--- config.mk ---
export PLATFORM = sky130hd
export DESIGN_NAME = pwm_duty_ramp
export DESIGN_NICKNAME = d
export VERILOG_FILES = /design/src/rtl/pwm_duty_ramp.sv
export SDC_FILE = /design/constraint.sdc
export NUM_CORES = 1
export LEC_CHECK = 0
export CELL_PAD_IN_SITES_DETAIL_PLACEMENT = 1
export CELL_PAD_IN_SITES_GLOBAL_PLACEMENT = 2
export CORE_ASPECT_RATIO = 0.8
export CORE_MARGIN = 3
export CORE_UTILIZATION = 31
export CTS_BUF_LIST = sky130_fd_sc_hd__clkbuf_4 sky130_fd_sc_hd__clkbuf_8
export CTS_CLUSTER_SIZE = 30
export DETAILED_ROUTE_END_ITERATION = 7
export PLACE_DENSITY = 0.89
export SYNTH_ARGS = -nofsm -noshare
export SYNTH_HDL_FRONTEND = slang
export SYNTH_SLANG_ARGS = --single-unit
--- constraint.sdc ---
create_clock -name CLK -period 9.6 [get_ports CLK]
set_clock_uncertainty 0.2 [all_clocks]
set_input_delay 0.96 -clock CLK [delete_from_list [all_inputs] [get_ports CLK]]
set_output_delay 0.96 -clock CLK [all_outputs]
set_load 0.005 [all_outputs]
--- src/rtl/pwm_duty_ramp.sv ---
// pwm_duty_ramp: double-buffers the CPU-written period and duty onto the
// PWM comparator inputs. Updates happen only on PWM period boundaries. The
// duty walks toward its target by a fixed step once per period, which gives
// a soft fade-in and fade-out.
module pwm_duty_ramp #(
    parameter int WIDTH        = 28,
    parameter int STEP_W       = 16,
    parameter int RESET_PERIOD = 1000
) (
    input  logic              CLK,
    input  logic              RST_N,
    input  logic [WIDTH-1:0]  PERIOD_IN,
    input  logic [WIDTH-1:0]  TARGET_IN,
    input  logic [STEP_W-1:0] STEP_IN,
    input  logic              ENABLE,
    input  logic              PERIOD_END,
    output logic [WIDTH-1:0]  PERIOD_OUT,
    output logic [WIDTH-1:0]  DECODE_OUT,
    output logic              BUSY,
    output logic              DONE
);

    // One extra bit of headroom, so that D + S can never wrap even when the
    // step is as wide as the duty.
    localparam int EXT_W = ((WIDTH > STEP_W) ? WIDTH : STEP_W) + 1;

    typedef enum logic [1:0] {
        IDLE,
        UP,
        DOWN
    } state_t;

    state_t             state_q, state_d;
    logic [WIDTH-1:0]   period_q, period_d;
    logic [WIDTH-1:0]   decode_q, decode_d;
    logic               busy_q, busy_d;
    logic               done_q, done_d;

    logic [WIDTH-1:0]   tEff;
    logic [WIDTH-1:0]   dEff;
    logic [WIDTH-1:0]   stepDuty;
    logic [EXT_W-1:0]   tExt, dExt, sExt;

    // Form the effective target and the effective current duty. A disabled
    // output targets 0, and a shrinking period clamps both values at once.
    always_comb begin
        tEff = '0;
        if (ENABLE) begin
            tEff = (TARGET_IN < PERIOD_IN) ? TARGET_IN : PERIOD_IN;
        end
        dEff = (decode_q < PERIOD_IN) ? decode_q : PERIOD_IN;
        tExt = EXT_W'(tEff);
        dExt = EXT_W'(dEff);
        sExt = EXT_W'(STEP_IN);
    end

    // Compute one ramp step toward the target. When the remaining distance is
    // no larger than the step, the step lands exactly on the target. A step
    // of 0 jumps straight to the target.
    always_comb begin
        stepDuty = tEff;
        if (sExt != '0) begin
            if (dExt < tExt) begin
                if ((tExt - dExt) > sExt) begin
                    stepDuty = WIDTH'(dExt + sExt);
                end
            end else if (dExt > tExt) begin
                if ((dExt - tExt) > sExt) begin
                    stepDuty = WIDTH'(dExt - sExt);
                end
            end
        end
    end

    // Compute the next state and outputs. Everything holds between period
    // boundaries, and DONE falls back to 0. At a boundary, the direction is
    // re-derived from the new duty, so a retarget can flip UP to DOWN.
    always_comb begin
        period_d = period_q;
        decode_d = decode_q;
        state_d  = state_q;
        busy_d   = busy_q;
        done_d   = 1'b0;
        if (PERIOD_END) begin
            period_d = PERIOD_IN;
            decode_d = stepDuty;
            if (stepDuty == tEff) begin
                state_d = IDLE;
            end else if (stepDuty < tEff) begin
                state_d = UP;
            end else begin
                state_d = DOWN;
            end
            busy_d = (state_d != IDLE);
            done_d = (state_q != IDLE) && (state_d == IDLE);
        end
    end

    // Hold the shadowed values and the ramp state. Reset drops everything
    // back to idle, so an interrupted ramp does not resume.
    always_ff @(posedge CLK or negedge RST_N) begin
        if (!RST_N) begin
            state_q  <= IDLE;
            period_q <= WIDTH'(RESET_PERIOD);
            decode_q <= '0;
            busy_q   <= 1'b0;
            done_q   <= 1'b0;
        end else begin
            state_q  <= state_d;
            period_q <= period_d;
            decode_q <= decode_d;
            busy_q   <= busy_d;
            done_q   <= done_d;
        end
    end

    assign PERIOD_OUT = period_q;
    assign DECODE_OUT = decode_q;
    assign BUSY       = busy_q;
    assign DONE       = done_q;

endmodule
==> results.cfg, run 1 <==
[yosys]
synth_flop_cell = dfrtp_1
synthArstFlopShare_pct = 100.0
synth_top_cells_by_area = ha_1 21%, dfrtp_1 12%, a21oi_1 5.8%
syn_avg_cell_area_um2 = 7.446
synth.distinct_cells = 78
yosys_warnings = 0
ys_ff_latch = 60
netlist.area_leader.share_pct = 21.42
synth_common_cells = 201 x ha_1, 139 x inv_1, 137 x a21oi_1
yosysTopAreaCell = ha_1
synth_nets = 1858
synth_most_common_cell = ha_1
synthCells = 1577
seq_area_frac_synth_pct = 12.85
syn_area_mm2 = 0.01174
synth_edf_count = 0

[cts]
cts.sinks = 60
cts_htree_levels = 3
clock_latency_ps = 390
clk_path_buf_depth = 2
cts_hold_buf = 0
cts-buffers-inserted = 9
clkTransAtPathRegs_ps = 70
cts_tree = built
root_buffer = clkbuf_8

[floorplanning]
fp.dieH_um = 180.1
ioPinCount = 134
core_area_mm2 = 0.03721
initial_core_util_pct = 31.56
dieArea_mm2 = 0.04027
rows = 63
dieWidth_um = 223.6

[grt]
overflow = 0
grt_usage_pct = 26.36
antenna_found_initial = 1
grt_pass1_vias = 14960
grt_pass1_wl_mm = 84.38
grt_max_degree = 79

[timing]
clock.fmax_mhz = 103.6
tightest_slew_ps = 1028
slew_headroom_pct = 31.50
setup_violations = 2
period_share_pct = 100.6
min_period_ps = 9656
slew_viol_final = 0
worst_slack_ps = -56.41
hold_viol_final = 0

[routing]
routed_wl_mm = 61.12
ant_nets = 0
wl_per_cell_um = 24.39
via_count = 14910
vias_per_cell = 5.949
firstDrtPassIters = 5
drtIter0Drc = 1329
drcViolationCount = 0

[place]
port_buffers = 133
place_hpwl_mm = 44.86
dp_slack_ps = -1073
gp_congestion = 0.9993

[worst_setup_path]
cp_common_cell = buf_4
crit_type = input port to flop
cp_slowest_stage_delay_ps = 580
slowest_stage = or4_4
start_kind = input port
crit_fanout = 8
critPathCaptureType = flop
worstPathRequired_ps = 9670
crit_arrival_ps = 9720

[cells_and_area]
n_fill_cell = 4543
area_delta_synth_final_pct = 48.77
n_antenna_cell = 0
final_nets = 2295
drive_gt1_share_pct = 30.91
finalCoreUtilization_pct = 46.95

[status]
status = finished with violations
violations = setup timing

[flow_run]
maxCapViolations = 0

[min_path]
hp-class = flop to flop
-- logic make-up after synthesis --
logic type                 synth area share, %
AOI/OAI and AO/OA                        26.77
buffers and inverters                    7.150
adders and majority gates                22.10
muxes                                    6.947
xor gates and xnor gates                 4.177
DFF                                      12.85
and+or+nand+nor                          20.01
-- through the flow --
| step | area, um2 | std cells | hold slack [ps] | TNS [ps] |
|---|---|---|---|---|
| final | 17470 | 2506 | 313.1 | -81.36 |
| after global routing | 17470 | 2506 | 328.8 | -1033 |
| after CTS | 16520 | 2483 | 298.6 | 0 |
| after detailed placement | 15820 | 2451 | 277.4 | -4028 |
| after global placement | 15820 | 2451 | 257.3 | -3541 |
| after floorplan | 11760 | 1577 | 244.7 | 0 |
-- cells in the final DEF (no fill, tap or decap), types with 49 or more instances in the layout --
cell type | netlist | routed
clkdlybuf4s50_1 | 0 | 93
xnor2_1 | 50 | 49
dfrtp_1 | 54 | 54
nand2_1 | 133 | 128
a21oi_1 | 137 | 115
nor2_1 | 115 | 106
ha_1 | 201 | 165
inv_1 | 139 | 112
o21ai_0 | 101 | 69
buf_4 | 4 | 348
-- flip-flops by register name, summed over array words and instances, names as in the netlist --
name / cells
DONE: 1
DECODE_OUT: 28
state_q: 2
BUSY: 1
PERIOD_OUT: 28
-- cell type report --
cell class | count | area (um2) | area share, %
multi-input cells | 1308 | 10390 | 59.50
clock inverters | 1 | 30.03 | 0.1719
inverters | 139 | 526.8 | 3.015
repair buffers | 496 | 4207 | 24.08
clock buffers | 15 | 193.9 | 1.110
well taps | 487 | 609.3 | 3.488
flip-flops and latches | 60 | 1509 | 8.638
-- final timing paths --
check                          startpoint             end  slack (ps)  cells after the start
max                         PERIOD_IN[22]      state_q[1]         -60                     45
min                        PERIOD_OUT[10]  PERIOD_OUT[10]         310                      1
max reg2reg                DECODE_OUT[20]      state_q[1]         210                     42
min reg2reg                PERIOD_OUT[10]  PERIOD_OUT[10]         310                      1
max in group asynchronous           RST_N   PERIOD_OUT[1]        7990                      2
min in group asynchronous           RST_N  DECODE_OUT[24]         560                      2
-- layer usage --
layer / vias up / routed length [um] / global-route usage [%]
met5: - / 0 / 0
li1: 6680 / - / -
met1: 7384 / 25350 / 34.71
met2: 655 / 29290 / 45.02
met4: 0 / 2542 / 7.366
met3: 190 / 3938 / 3.779
-- critical path: cells and delay by family --
| family | cells | cell delay (ps) |
|---|---|---|
| AND/OR/NAND/NOR | 14 | 3090 |
| AO/OA/AOI/OAI | 15 | 2850 |
| buffers and inverters | 11 | 1590 |
| adder cells (fa/ha/maj) | 4 | 1100 |
| XOR/XNOR | 1 | 90 |
-- what timing repair did --
action | 4_1_cts | 5_1_grt
endpoints found under the setup margin | 4 | 4
hold endpoints to repair | 0 | 0
pin swaps | 27 | 73
gates cloned | 1 | 0
setup buffers | 15 | 23
gates resized for setup | 86 | 208
Power of run 1 is left out: the tool's default activity adds up to more than one toggle a clock period on the data nets, which glitch-free logic cannot reach.
==> run 2: changes to the inputs <==
SKIP_CTS_REPAIR_TIMING = 1   (was default)
SLEW_MARGIN = 20   (was default)
==> run 2 against run 1 <==
Effect of this change:
- the run still ends with setup timing left
- flip-flop and latch count did not move
- first-iteration DRC count fell by 6.9%
- setup slack got worse by 9.2 ps
- cell count fell by 0.20%
- hold slack got worse by 13 ps
- critical path depth fell by 5
- count of clock-buffer cells in the layout did not move
==> results.cfg, run 2 (same netlist as run 1, synthesis figures left out) <==
[status]
status = finished with violations
violations = setup timing

[routing]
firstDrtPassIters = 7
highest_layer = met4
ant_nets = 0
wl_met1_mm = 24.92
routed_wl_mm = 59.38
vias_per_cell = 5.907
via_count = 14770
met3_length_mm = 3.775
drcViolationCount = 0
dr_wl_met2_mm = 28.54
drtIter0Drc = 1237
wl_per_cell_um = 23.74

[cts]
clkTransAtPathRegs_ps = 70
clk_path_buf_depth = 2
cts_tree = built
cts_htree_levels = 3
cts-buffers-inserted = 9
cts.sinks = 60
clock_latency_ps = 390
root_buffer = clkbuf_8

[floorplanning]
fp.dieH_um = 180.1
core_area_mm2 = 0.03721
ioPinCount = 134
dieWidth_um = 223.6
initial_core_util_pct = 31.56
rows = 63
dieArea_mm2 = 0.04027

[place]
place_hpwl_mm = 44.86
gp_congestion = 0.9993
dp_slack_ps = -1073
port_buffers = 133

[cells_and_area]
final_nets = 2290
final_common_cell = buf_4
final_cell_mix = 340 x buf_4, 175 x ha_1, 128 x nand2_1
area_delta_synth_final_pct = 46.73
n_antenna_cell = 0
n_fill_cell = 4571
drive_gt1_share_pct = 28.90

[timing]
tightest_slew_ps = 1032
slew_headroom_pct = 30.56
min_period_ps = 9666
period_share_pct = 100.7
clock.fmax_mhz = 103.5
hold_viol_final = 0
hold_slack_ps = 299.6
worst_slack_ps = -65.58
slew_viol_final = 0
setup_violations = 4

[worst_setup_path]
crit_path_end = BUSY
cp-startpoint = PERIOD_IN[4]
slowest_stage = or4_4
crit_fanout = 10
critPathCaptureType = flop
crit_arrival_ps = 9680
crit_type = input port to flop
rr_startpoint = DECODE_OUT[23]
reg2reg_slack_ps = 310
cp_common_cell = buf_4
cp_slowest_stage_delay_ps = 600
worstPathRequired_ps = 9610
reg2regPathDepth = 38
start_kind = input port
r2r_end = BUSY

[grt]
grt_usage_pct = 25.62
grt_pass1_vias = 14610
grt_max_degree = 79
overflow = 0
grt_pass1_wl_mm = 82.23
antenna_found_initial = 1

[min_path]
hp-class = flop to flop

[power]
p_per_area_mw_per_mm2 = 466.0
leakagePower_uw = 0.008101
finalPower_uw = 8029
ir_drop_v = 0.0002480

[flow_run]
maxCapViolations = 0
## run 2: cell type report
type	instances	area, um2	share of cell area, %
well taps	487	609.3	3.536
multi-input cells	1309	10160	58.95
clock buffers	15	193.9	1.126
flip-flops and latches	60	1509	8.758
inverters	139	521.8	3.028
clock inverters	1	30.03	0.1743
repair buffers	490	4209	24.43
## run 2: how the worst min path moves through the flow
stage,from,endpoint,slack [ps],cells after the start
6_report,state_q[1],state_q[1],300,2
5_1_grt,PERIOD_OUT[12],PERIOD_OUT[12],330,1
4_1_cts,state_q[0],state_q[0],300,1
3_5_place_dp,state_q[0],state_q[0],280,1
3_3_place_gp,state_q[1],state_q[1],260,2
2_1_floorplan,state_q[1],state_q[1],240,2
## run 2: per-layer routing
| metal | vias to the layer above | GRT usage [%] |
|---|---|---|
| li1 | 6664 | - |
| met1 | 7346 | 34.05 |
| met2 | 612 | 43.82 |
| met3 | 152 | 3.876 |
| met4 | 0 | 5.908 |
| met5 | - | 0 |
## run 2: critical path, delay by kind of cell
kind,cells,cell delay (ps)
AND/OR/NAND/NOR,13,3080
AO/OA/AOI/OAI,13,2590
buffers and inverters,9,1840
adder cells (fa/ha/maj),4,1020
XOR/XNOR,1,190
## run 2: power by group
part	switching [uW]	total (uW)	internal [uW]	leakage (uW)
combinational	3970	7300	3330	0.00729
clock	122	277	154	0.000117
sequential	120	456	336	0.000695
## run 2: per-stage QoR
stage / utilization [%] / area, um2 / setup TNS (ps) / instances
2_1_floorplan: - / 11760 / 0 / 1577
3_3_place_gp: 42.53 / 15820 / -3541 / 2451
6_report: 46.31 / 17230 / -109.1 / 2501
5_1_grt: 46.31 / 17230 / -1366 / 2501
3_5_place_dp: 42.53 / 15820 / -4028 / 2451
4_1_cts: 43.13 / 16050 / -2999 / 2467
Power figures use the tool's default switching activity.
==> run 3: changes to the inputs <==
GPL_ROUTABILITY_DRIVEN = 0   (was default)
SKIP_CTS_REPAIR_TIMING = default   (was 1)
==> run 3 against run 2 <==
Effect of this change:
- the run still ends with setup timing left
- register-to-register slack got worse by 310 ps
- die area unchanged
- cell area up 3.8%
- wire length up 8.2%
- global-route usage up 1.5 points
- non-clock buffer count grew 47
- critical endpoint is now state_q[0]
==> results.cfg, run 3 (same netlist as run 1, synthesis figures left out) <==
[status]
status = finished with violations
violations = setup timing

[timing]
slew_viol_final = 0
min_period_ps = 9901
period_share_pct = 103.1
rsz0062_at_grt = yes
clock.fmax_mhz = 101.0
hold_viol_final = 0
setup_violations = 4
slew_headroom_pct = 31.20
worst_slack_ps = -301.0
tightest_slew_ps = 1032
setup-tns-final_ps = -846.8

[cells_and_area]
final_nets = 2336
fin_cells = 2549
drive_gt1_share_pct = 32.86
finalCoreUtilization_pct = 48.05
final_cell_mix = 384 x buf_4, 158 x ha_1, 129 x nand2_1
final_area_mm2 = 0.01788
area_delta_synth_final_pct = 52.25
final_common_cell = buf_4

[worst_setup_path]
critPathCaptureType = flop
crit_fanout = 7
crit_path_end = state_q[0]
reg2regPathDepth = 38
worstPathRequired_ps = 9700
slowest_stage = or4_4
rr_startpoint = DECODE_OUT[23]
crit_type = input port to flop
crit_buf_inv = 9
start_kind = input port
cp_slowest_stage_delay_ps = 570
crit_family = compound AO/OA/AOI/OAI gates
cp-startpoint = PERIOD_IN[10]
crit_arrival_ps = 10000
cp.depth = 41
r2r_end = state_q[0]
reg2reg_slack_ps = 0

[grt]
grt_usage_pct = 27.10
antenna_found_initial = 1
grt_max_degree = 79
overflow = 0
grt_pass1_vias = 15480
grt_pass1_wl_mm = 87.04

[routing]
drtIter0Drc = 1313
via_count = 15370
wl_per_cell_um = 25.20
vias_per_cell = 6.029
routed_wl_mm = 64.24
ant_nets = 0
drcViolationCount = 0
firstDrtPassIters = 5

[cts]
cts_hold_buf = 0
clock_latency_ps = 400
clkTransAtPathRegs_ps = 70
clk_path_buf_depth = 2
cts_tree = built
cts.sinks = 60
cts-buffers-inserted = 9
cts_htree_levels = 3
root_buffer = clkbuf_8

[floorplanning]
dieWidth_um = 223.6
core_area_mm2 = 0.03721
rows = 63
initial_core_util_pct = 31.56
ioPinCount = 134
dieArea_mm2 = 0.04027
fp.dieH_um = 180.1

[place]
port_buffers = 133
dpl-instance-area_mm2 = 0.01595
place_hpwl_mm = 45.55
dp.cells = 2466

[min_path]
hp-class = flop to flop

[flow_run]
maxCapViolations = 0
run 3: worst register-to-register path: cells and delay by family, from the launching register on:
family                     cells  cell delay [ps]
AOI/OAI and AO/OA             14             3430
buffers and inverters          7             1140
xor gates and xnor gates       1               80
and+or+nand+nor               12             2870
DFF                            1              500
adders and majority gates      4             1260
run 3: per-stage QoR:
stage | setup WS (ps) | hold WS (ps)
CTS | 0.3908 | 296.9
detailed placement | -1228 | 280.0
global placement | -963.4 | 264.2
finish | -301.0 | 297.3
floorplan | 22.74 | 244.7
global route | -460.5 | 332.6
run 3: worst min path at each step:
| stage | start | end | cells after the start |
|---|---|---|---|
| after CTS | state_q[1] | state_q[1] | 2 |
| after detailed placement | state_q[0] | state_q[0] | 1 |
| after global routing | PERIOD_OUT[17] | PERIOD_OUT[17] | 1 |
| final | state_q[1] | state_q[1] | 2 |
| after floorplan | state_q[1] | state_q[1] | 2 |
| after global placement | state_q[1] | state_q[1] | 2 |
run 3: routing by layer:
metal | vias up | GRT usage, % | wire (um)
met1 | 7610 | 35.24 | 26260
met2 | 746 | 45.77 | 30400
met3 | 240 | 4.104 | 4226
li1 | 6772 | - | -
met4 | 0 | 9.463 | 3358
met5 | - | 0 | 0
run 3: timing repair:
item                                   in CTS  in global routing
endpoints found under the hold margin       0                  0
setup endpoints to repair                   4                  4
cloned                                      2                  0
pin swaps                                  40                 89
resized for setup                         130                197
setup buffers                              32                 31
run 3: layout make-up:
type / instances / area, um2
antenna: 2 / 5.005
clock buffer: 14 / 167.7
clock inverter: 2 / 10.01
fill: 4481 / 19330
inverter: 139 / 534.3
multi-input combinational: 1308 / 10490
sequential: 60 / 1509
tap: 487 / 609.3
timing repair buffer: 537 / 4551
Power of run 3 is left out for the same reason.
